`src/rtl/quota_stream_gen.sv`:
```
// quota_stream_gen: multi-lane sample-to-quota converter and lock-step stochastic
// bitstream generator (Weyl/Bresenham carry pattern), valid/ready on both sides.
// Optional build macro: QUOTA_STREAM_COUNT_CHECK_EN adds per-lane ones counters
// and a sticky count_err output.
module quota_stream_gen #(
   parameter int unsigned BITSTREAM = 64,
   parameter int unsigned QUANT     = 8,
   parameter int unsigned CHANNELS  = 4
) (
   input  logic                                          clk,
   input  logic                                          rst,
   input  logic                                          in_valid,
   output logic                                          in_ready,
   input  logic [CHANNELS*QUANT-1:0]                     in_data,
   output logic [CHANNELS*($clog2(BITSTREAM)+1)-1:0]     quota_out,
   output logic                                          bs_valid,
   input  logic                                          bs_ready,
   output logic [CHANNELS-1:0]                           bs_bits,
   output logic [$clog2(BITSTREAM)-1:0]                  bs_idx,
   output logic                                          bs_last,
   output logic                                          busy
`ifdef QUOTA_STREAM_COUNT_CHECK_EN
   ,
   output logic [CHANNELS-1:0]                           count_err
`endif
);

   localparam int unsigned IW = $clog2(BITSTREAM);
   localparam int unsigned W  = IW + 1;
   localparam int unsigned PW = QUANT + IW + 1;
   localparam logic [QUANT-1:0] SIGN_BIT = QUANT'(1) << (QUANT - 1);
   localparam logic [W-1:0]     T_W      = W'(BITSTREAM);
   localparam logic [IW-1:0]    IDX_PEN  = IW'(BITSTREAM - 2);

   typedef enum logic [1:0] {IDLE, LOAD, STREAM} state_t;

   state_t                    state_q, state_d;
   logic [CHANNELS*QUANT-1:0] data_q, data_d;
   logic [CHANNELS*W-1:0]     quota_q, quota_d;
   logic [CHANNELS*IW-1:0]    acc_q, acc_d;
   logic [CHANNELS-1:0]       bits_q, bits_d;
   logic [IW-1:0]             idx_q, idx_d;
   logic                      last_q, last_d;
   logic                      valid_q, valid_d;
   logic                      in_ready_q, in_ready_d;
   logic                      busy_q, busy_d;

   logic [CHANNELS*W-1:0]     s_load;
   logic [CHANNELS-1:0]       load_bit;
   logic [CHANNELS*IW-1:0]    acc_step;
   logic [CHANNELS-1:0]       step_bit;

   for (genvar i = 0; i < CHANNELS; i++) begin : g_lane
      logic [QUANT-1:0] u;
      logic [PW-1:0]    prod;
      logic [W-1:0]     s_new;
      logic [W-1:0]     s_cur;
      logic [W-1:0]     sum;
      logic [W-1:0]     nsum;
      logic [IW-1:0]    acc_nxt;

      // Lane datapath: rounded quota from the captured sample, and one carry step of the accumulator
      always_comb begin
         u       = data_q[i*QUANT +: QUANT] ^ SIGN_BIT;
         prod    = (PW'(u) << IW) + PW'(SIGN_BIT);
         s_new   = W'(prod >> QUANT);
         s_cur   = quota_q[i*W +: W];
         sum     = W'(acc_q[i*IW +: IW]) + s_cur;
         acc_nxt = (sum >= T_W) ? IW'(sum - T_W) : IW'(sum);
         nsum    = W'(acc_nxt) + s_cur;
      end

      assign s_load[i*W +: W]     = s_new;
      assign load_bit[i]          = (s_new >= T_W);
      assign acc_step[i*IW +: IW] = acc_nxt;
      assign step_bit[i]          = (nsum >= T_W);
   end

`ifdef QUOTA_STREAM_COUNT_CHECK_EN
   logic [CHANNELS*W-1:0] cnt_q, cnt_d;
   logic [CHANNELS-1:0]   err_q, err_d;
   logic [W-1:0]          cnt_fin;
`endif

   // Next-state and registered-output logic; the beat on the bus is always the one derived from acc_q
   always_comb begin
      state_d = state_q;
      data_d  = data_q;
      quota_d = quota_q;
      acc_d   = acc_q;
      bits_d  = bits_q;
      idx_d   = idx_q;
      last_d  = last_q;
      valid_d = valid_q;
`ifdef QUOTA_STREAM_COUNT_CHECK_EN
      cnt_d   = cnt_q;
      err_d   = err_q;
      cnt_fin = '0;
`endif
      case (state_q)
         IDLE: begin
            if (in_valid && in_ready_q) begin
               data_d  = in_data;
               state_d = LOAD;
            end
         end
         LOAD: begin
            quota_d = s_load;
            acc_d   = '0;
            bits_d  = load_bit;
            idx_d   = '0;
            last_d  = 1'b0;
            valid_d = 1'b1;
            state_d = STREAM;
`ifdef QUOTA_STREAM_COUNT_CHECK_EN
            cnt_d   = '0;
`endif
         end
         STREAM: begin
            if (bs_ready) begin
`ifdef QUOTA_STREAM_COUNT_CHECK_EN
               for (int i = 0; i < CHANNELS; i++) begin
                  cnt_fin = cnt_q[i*W +: W] + W'(bits_q[i]);
                  cnt_d[i*W +: W] = cnt_fin;
                  if (last_q && (cnt_fin != quota_q[i*W +: W])) err_d[i] = 1'b1;
               end
`endif
               acc_d  = acc_step;
               bits_d = step_bit;
               idx_d  = idx_q + IW'(1);
               last_d = (idx_q == IDX_PEN);
               if (last_q) begin
                  state_d = IDLE;
                  valid_d = 1'b0;
                  bits_d  = '0;
                  idx_d   = '0;
                  last_d  = 1'b0;
               end
            end
         end
         default: state_d = IDLE;
      endcase
      in_ready_d = (state_d == IDLE);
      busy_d     = (state_d != IDLE);
   end

   // State and output registers with synchronous reset
   always_ff @(posedge clk) begin
      if (rst) begin
         state_q    <= IDLE;
         data_q     <= '0;
         quota_q    <= '0;
         acc_q      <= '0;
         bits_q     <= '0;
         idx_q      <= '0;
         last_q     <= 1'b0;
         valid_q    <= 1'b0;
         in_ready_q <= 1'b1;
         busy_q     <= 1'b0;
`ifdef QUOTA_STREAM_COUNT_CHECK_EN
         cnt_q      <= '0;
         err_q      <= '0;
`endif
      end else begin
         state_q    <= state_d;
         data_q     <= data_d;
         quota_q    <= quota_d;
         acc_q      <= acc_d;
         bits_q     <= bits_d;
         idx_q      <= idx_d;
         last_q     <= last_d;
         valid_q    <= valid_d;
         in_ready_q <= in_ready_d;
         busy_q     <= busy_d;
`ifdef QUOTA_STREAM_COUNT_CHECK_EN
         cnt_q      <= cnt_d;
         err_q      <= err_d;
`endif
      end
   end

   assign in_ready  = in_ready_q;
   assign quota_out = quota_q;
   assign bs_valid  = valid_q;
   assign bs_bits   = bits_q;
   assign bs_idx    = idx_q;
   assign bs_last   = last_q;
   assign busy      = busy_q;
`ifdef QUOTA_STREAM_COUNT_CHECK_EN
   assign count_err = err_q;
`endif

endmodule

```
`config.mk`:
```
export PLATFORM = sky130hd
export DESIGN_NAME = quota_stream_gen
export DESIGN_NICKNAME = d
export VERILOG_FILES = /design/src/rtl/quota_stream_gen.sv
export SDC_FILE = /design/constraint.sdc
export NUM_CORES = 1
export LEC_CHECK = 0
export CELL_PAD_IN_SITES_DETAIL_PLACEMENT = 1
export CELL_PAD_IN_SITES_GLOBAL_PLACEMENT = 2
export CORE_MARGIN = 2
export CORE_UTILIZATION = 38
export DETAILED_ROUTE_END_ITERATION = 12
export DONT_BUFFER_PORTS = 1
export GPL_TIMING_DRIVEN = 0
export PLACE_DENSITY = 0.83
export SYNTH_ARGS = -nofsm -noshare
export SYNTH_HDL_FRONTEND = slang
export SYNTH_SLANG_ARGS = --single-unit
```
`constraint.sdc`:
```
create_clock -name clk -period 3.25 [get_ports clk]
set_input_delay 0.65 -clock clk [delete_from_list [all_inputs] [get_ports clk]]
set_output_delay 0.65 -clock clk [all_outputs]
set_load 0.05 [all_outputs]
```
---- Word-level counts from Yosys, hierarchy flattened ----
Index checks and enable logic that the tools add are counted.
storage, ports and cells
  bits in registers ....................... 100
  latch bits .............................. 0
  bits in writable memories ............... 0
  ROM bits ................................ 0
  bits of input ports ..................... 36
  output and inout port bits .............. 42
  word-level logic and storage cells ...... 78
  memories kept ........................... 0
cells by class
  add/subtract/negate cells ............... 17
  $mul .................................... 0
  div/mod/pow operators ................... 0
  order comparisons ....................... 12
  eq/ne operators ......................... 5
  shift operators ......................... 0
  multiplexer cells ....................... 22
  bitwise gates (word level) .............. 4
  reduce and logical (&&, ||, !) cells .... 8
operator list
  cell                     count
  $ge A7 B7 Y1 const B     12
  $add A14 B8 Y15 const B  4
  $add A6 B7 Y7            8
  $pmux W24 S2             1
  $mux W6                  6
  $mux W24                 1
  $sub A6 B1 Y6 const B    4
  $pmux W6 S2              1
  $mux W4                  2
  $pmux W4 S2              1
  $add A6 B1 Y6 const B    1
  $eq A6 B6 Y1 const B     1
  $mux W2                  3
  $pmux W2 S3              1
  $logic_not A2 Y1         2
  $mux W1                  4
  $ne A2 B2 Y1 const B     2
  $not A1 Y1               4
  $pmux W1 S2              2
  $reduce_and A2 Y1        2
  $reduce_bool A2 Y1       2
  $reduce_and A3 Y1        1
  $eq A2 B1 Y1 const B     1
  $eq A2 B2 Y1 const B     1
  $logic_and A1 B1 Y1      1

---- Longest topological paths before layout ----
  word-level depth ........................ 8
  mapped depth ............................ 12

---- Least setup slack after synthesis ----
No wires, ideal clock.
  kind .................................... reg-to-reg
  from .................................... register quota_q[7], in the netlist quota_out[7]
  to ...................................... register bits_q[1], in the netlist bs_bits[1]
  setup time .............................. 116 ps
  arrival time ............................ 2974 ps
  setup slack ............................. 160 ps
  stages on the path, launching flop included .. 13
  buffers on the path ..................... 0
  period minus slack after synthesis ...... 3090 ps
  cells stage by stage .................... dfxtp_1 > ha_1 > inv_1 > fa_1 > nor2b_1 > o21ai_0 > a21boi_0 > nor2_1 > ha_1 > a21o_1 > a21o_1 > or3_1 > a31o_2
on the way
  longest elaborated chain between the ends .. 8
ends and longest elaborated chain
  item                                                  RTL line  source
  start: declaration                                    39        logic [CHANNELS*W-1:0] quota_q, quota_d;
  start signal: assignment                              167       quota_q <= quota_d;
  $add A6 B7 Y7                                         68        sum = W'(acc_q[i*IW +: IW]) + s_cur;
  $sub A6 B1 Y6 / $ge A7 B7 Y1 (equally long branches)  69        acc_nxt = (sum >= T_W) ? IW'(sum - T_W) : IW'(sum);
  $mux W6                                               69
  $add A6 B7 Y7 *                                       70        nsum = W'(acc_nxt) + s_cur;
  $ge A7 B7 Y1 *                                        76        assign step_bit[i] = (nsum >= T_W);
  $mux W4 *                                             132       if (last_q) begin
  $mux W4 *                                             120       if (bs_ready) begin
  $pmux W4 S2 *                                         100       case (state_q)
  end signal: assignment                                169       bits_q <= bits_d;
  end: declaration                                      41        logic [CHANNELS-1:0] bits_q, bits_d;
Mark *: on every way between the ends. The rest lies on a longest branch, timed or not. The select of a mux whose other input is x is not followed.
A chain may end at the register's enable or synchronous reset.

---- Worst setup path after layout ----
Ends and elaborated chain as after synthesis.

==> results.yml <==
timing:
  max_slew_margin_pct: 45.6
  post-route-min-period_ns: 3.01
  rsz0062_at_grt: "false"
  timing.final.max_slew_violations: 0
  setup_viol: 0
  skew_ns: 0.00567
  final_hold_viol_count: 0
  finalCritPeriodShare_pct: 92.5
  final.setup.tns_ns: 0
  maxClockFrequency_ghz: 0.333
  tightest_slew_ns: 0.816
drt:
  routed-via-count: 4709
  average_detailed_routed_wire_length_per_instance_um: 19.5
  ant_nets: 0
  drtIter0Drc: 128
  post_drt_via_cell_ratio: 5.59
  routed_wl_mm: 16.5
  drc_errors: 0
  firstDrtPassIters: 4
grt:
  first_global_vias: 4848
  grt_remaining_overflow: 0
  grt_start_max_net_pins: 16
  antenna_found_initial: 0
  global_route_wire_length_before_repair_mm: 26.4
  aggregate_global_route_resource_usage_pct: 23.1
logic_synthesis:
  avgSynthCellArea_um2: 8.25
  postSynthNetCount: 738
  asyncSetResetFlopFracSynth_pct: 0
  yosysWarningCount: 0
  synthesis.area_um2: 5350
  cell_count_after_synthesis: 648
  yosysUniqueCellTypes: 48
  yosysSeqAreaShare_pct: 35.9
  yosys_register_bits: 96
  dominantRegCellSynth: "sky130_fd_sc_hd__dfxtp_1"
  synth-edff-count: 0
critical_path:
  critical_path.endpoint_type: "register"
  cp_max_fo: 4
  critical_path.cell_chain: "ha_1 > inv_1 > fa_1 > nor2b_1 > o21ai_0 > a21boi_1 > nor2_1 > ha_1 > a21o_1 > a21o_1 > or3_1 > a31o_2"
  worst_path_largest_cell_delay_ns: 0.47
  worst_ep_arrival_time_ns: 3.25
  timing.critical_path.buf_inv: 1
  cp_top_family: "adder cells"
  crit_path_start_kind: "register"
  timing.setup.critical_path_class: "register to register"
  critical_path_required_ns: 3.49
  critical-path-slowest-cell: "sky130_fd_sc_hd__dfxtp_4"
placement:
  placement.io_buffers: 0
  finalWeightedCongestion: 0.809
  dp.final_hpwl_mm: 12.8
  placed_area_um2: 5570
clocking:
  cts_post_setup_buffers_inserted: 0
  root_buffer: "sky130_fd_sc_hd__clkbuf_16"
  cts_sinks: 96
  cts.hold.buffers_added: 0
  cts.path.max_buffers: 2
  tritoncts.num_buffers: 9
  tritoncts: "yes"
  clkLatencyLatePin_ns: 0.35
  htreeDepth: 3
  clk_pin_slew_worst_paths_ns: 0.07
floorplan:
  die_w_um: 123
  placement_rows: 43
  die_area_um2: 15000
  design.core.area_um2: 13800
  floorplan.io_pins: 78
  die_y_um: 123
  initial_utilization_pct: 38.7
job:
  max_cap_viol: 0
final_layout:
  final_layout_size_suffix_gt1_share_pct: 5.58
  final.fill_count: 1652
  design.final.nets: 749
  final_area_um2: 5900
  most-common-layout-cells: "sky130_fd_sc_hd__dfxtp_1 (89), sky130_fd_sc_hd__nand2_1 (87), sky130_fd_sc_hd__a21oi_1 (59)"
  total_area_of_multi_input_combinational_cells_um2: 3150
  utilization_pct: 42.7
  register_area_um2: 1940
  diodes: 0
  area_growth_syn_to_layout_pct: 10.3
  layout.cells.most_common: "sky130_fd_sc_hd__dfxtp_1"
pwr:
  vdd_drop_max_mv: 0.268
  p_leak_nw: 2.33
  finalPower_mw: 2.98
  cellPowerDensity_nw_per_um2: 506
hold_path:
  hold_class: "input pin to register"
run_status:
  run_status: "finished clean"
flip-flops by register name (all words and copies together), names as in the netlist:
name	flops
bs_bits	4
bs_valid	1
bs_idx	6
state_q	2
data_q	28
acc_q	24
quota_out	28
busy	1
in_ready	1
bs_last	1
where the power goes:
group,internal [mW],switching [mW],leakage [nW]
registers,1.24,0.207,0.785
logic,0.131,0.259,1.39
clock network,0.672,0.472,0.149
logic make-up (layout without fill, tap and decap cells):
family | after synthesis | in the layout | share of synthesized area (%)
AND/OR/NAND/NOR | 237 | 237 | 21.2
AO/OA/AOI/OAI | 169 | 169 | 20.2
flip-flops | 96 | 96 | 35.9
buffers and inverters | 69 | 84 | 5.15
adder cells (fa/ha/maj) | 54 | 54 | 13.8
XOR/XNOR | 23 | 23 | 3.77
synth_stat cells, types with 9 or more instances:
cell type / count / area (um2)
sky130_fd_sc_hd__a211oi_1: 26 / 195
sky130_fd_sc_hd__a21o_1: 10 / 75.1
sky130_fd_sc_hd__a21oi_1: 59 / 295
sky130_fd_sc_hd__and2_1: 9 / 56.3
sky130_fd_sc_hd__clkbuf_1: 19 / 71.3
sky130_fd_sc_hd__dfxtp_1: 96 / 1920
sky130_fd_sc_hd__ha_1: 46 / 576
sky130_fd_sc_hd__inv_1: 34 / 128
sky130_fd_sc_hd__nand2_1: 87 / 327
sky130_fd_sc_hd__nand3_1: 32 / 160
sky130_fd_sc_hd__nand4_1: 10 / 62.6
sky130_fd_sc_hd__nor2_1: 51 / 191
sky130_fd_sc_hd__o21ai_0: 25 / 125
sky130_fd_sc_hd__o31ai_1: 14 / 105
sky130_fd_sc_hd__xor2_1: 18 / 158
path summary, 6_finish.rpt:
path / depth (start not counted) / slack, ns / from / to
worst max-delay path: 12 / 0.24 / quota_out[7] / bs_bits[1]
worst min-delay path: 2 / 0.43 / in_data[18] / data_q[18]
worst max register to register: 12 / 0.24 / quota_out[7] / bs_bits[1]
worst min register to register: 2 / 0.47 / acc_q[20] / acc_q[20]
what timing repair did:
| item | CTS | global route |
|---|---|---|
| hold endpoints to repair | 0 | 0 |
| endpoints found under the setup margin | 2 | 3 |
| pin swaps | 0 | 0 |
| gates resized for setup | 3 | 8 |
area by class of cell:
cell class | count | area share (%)
flip-flops and latches | 96 | 32.9
clock buffers | 10 | 3.88
clock inverters | 5 | 1.38
inverters | 34 | 2.16
multi-input cells | 483 | 53.4
plain buffers | 35 | 2.50
well taps | 180 | 3.82
through the flow:
step | hold slack, ns | std cells | setup slack, ns
detailed placement | 0.469 | 828 | -0.162
global placement | 0.463 | 828 | -0.131
floorplan | 0.449 | 648 | 0.160
global route | 0.419 | 843 | 0.0273
CTS | 0.419 | 843 | 0.0253
finish | 0.430 | 843 | 0.244
per-layer routing:
metal,track usage [%],up-vias,part of all wire (%)
met5,0,-,0
met4,7.76,0,1.9
met3,4.28,16,4.3
met2,38.6,75,48
met1,30.0,2307,46
li1,-,2311,-
Note: power is estimated with default switching activity, not from simulation.
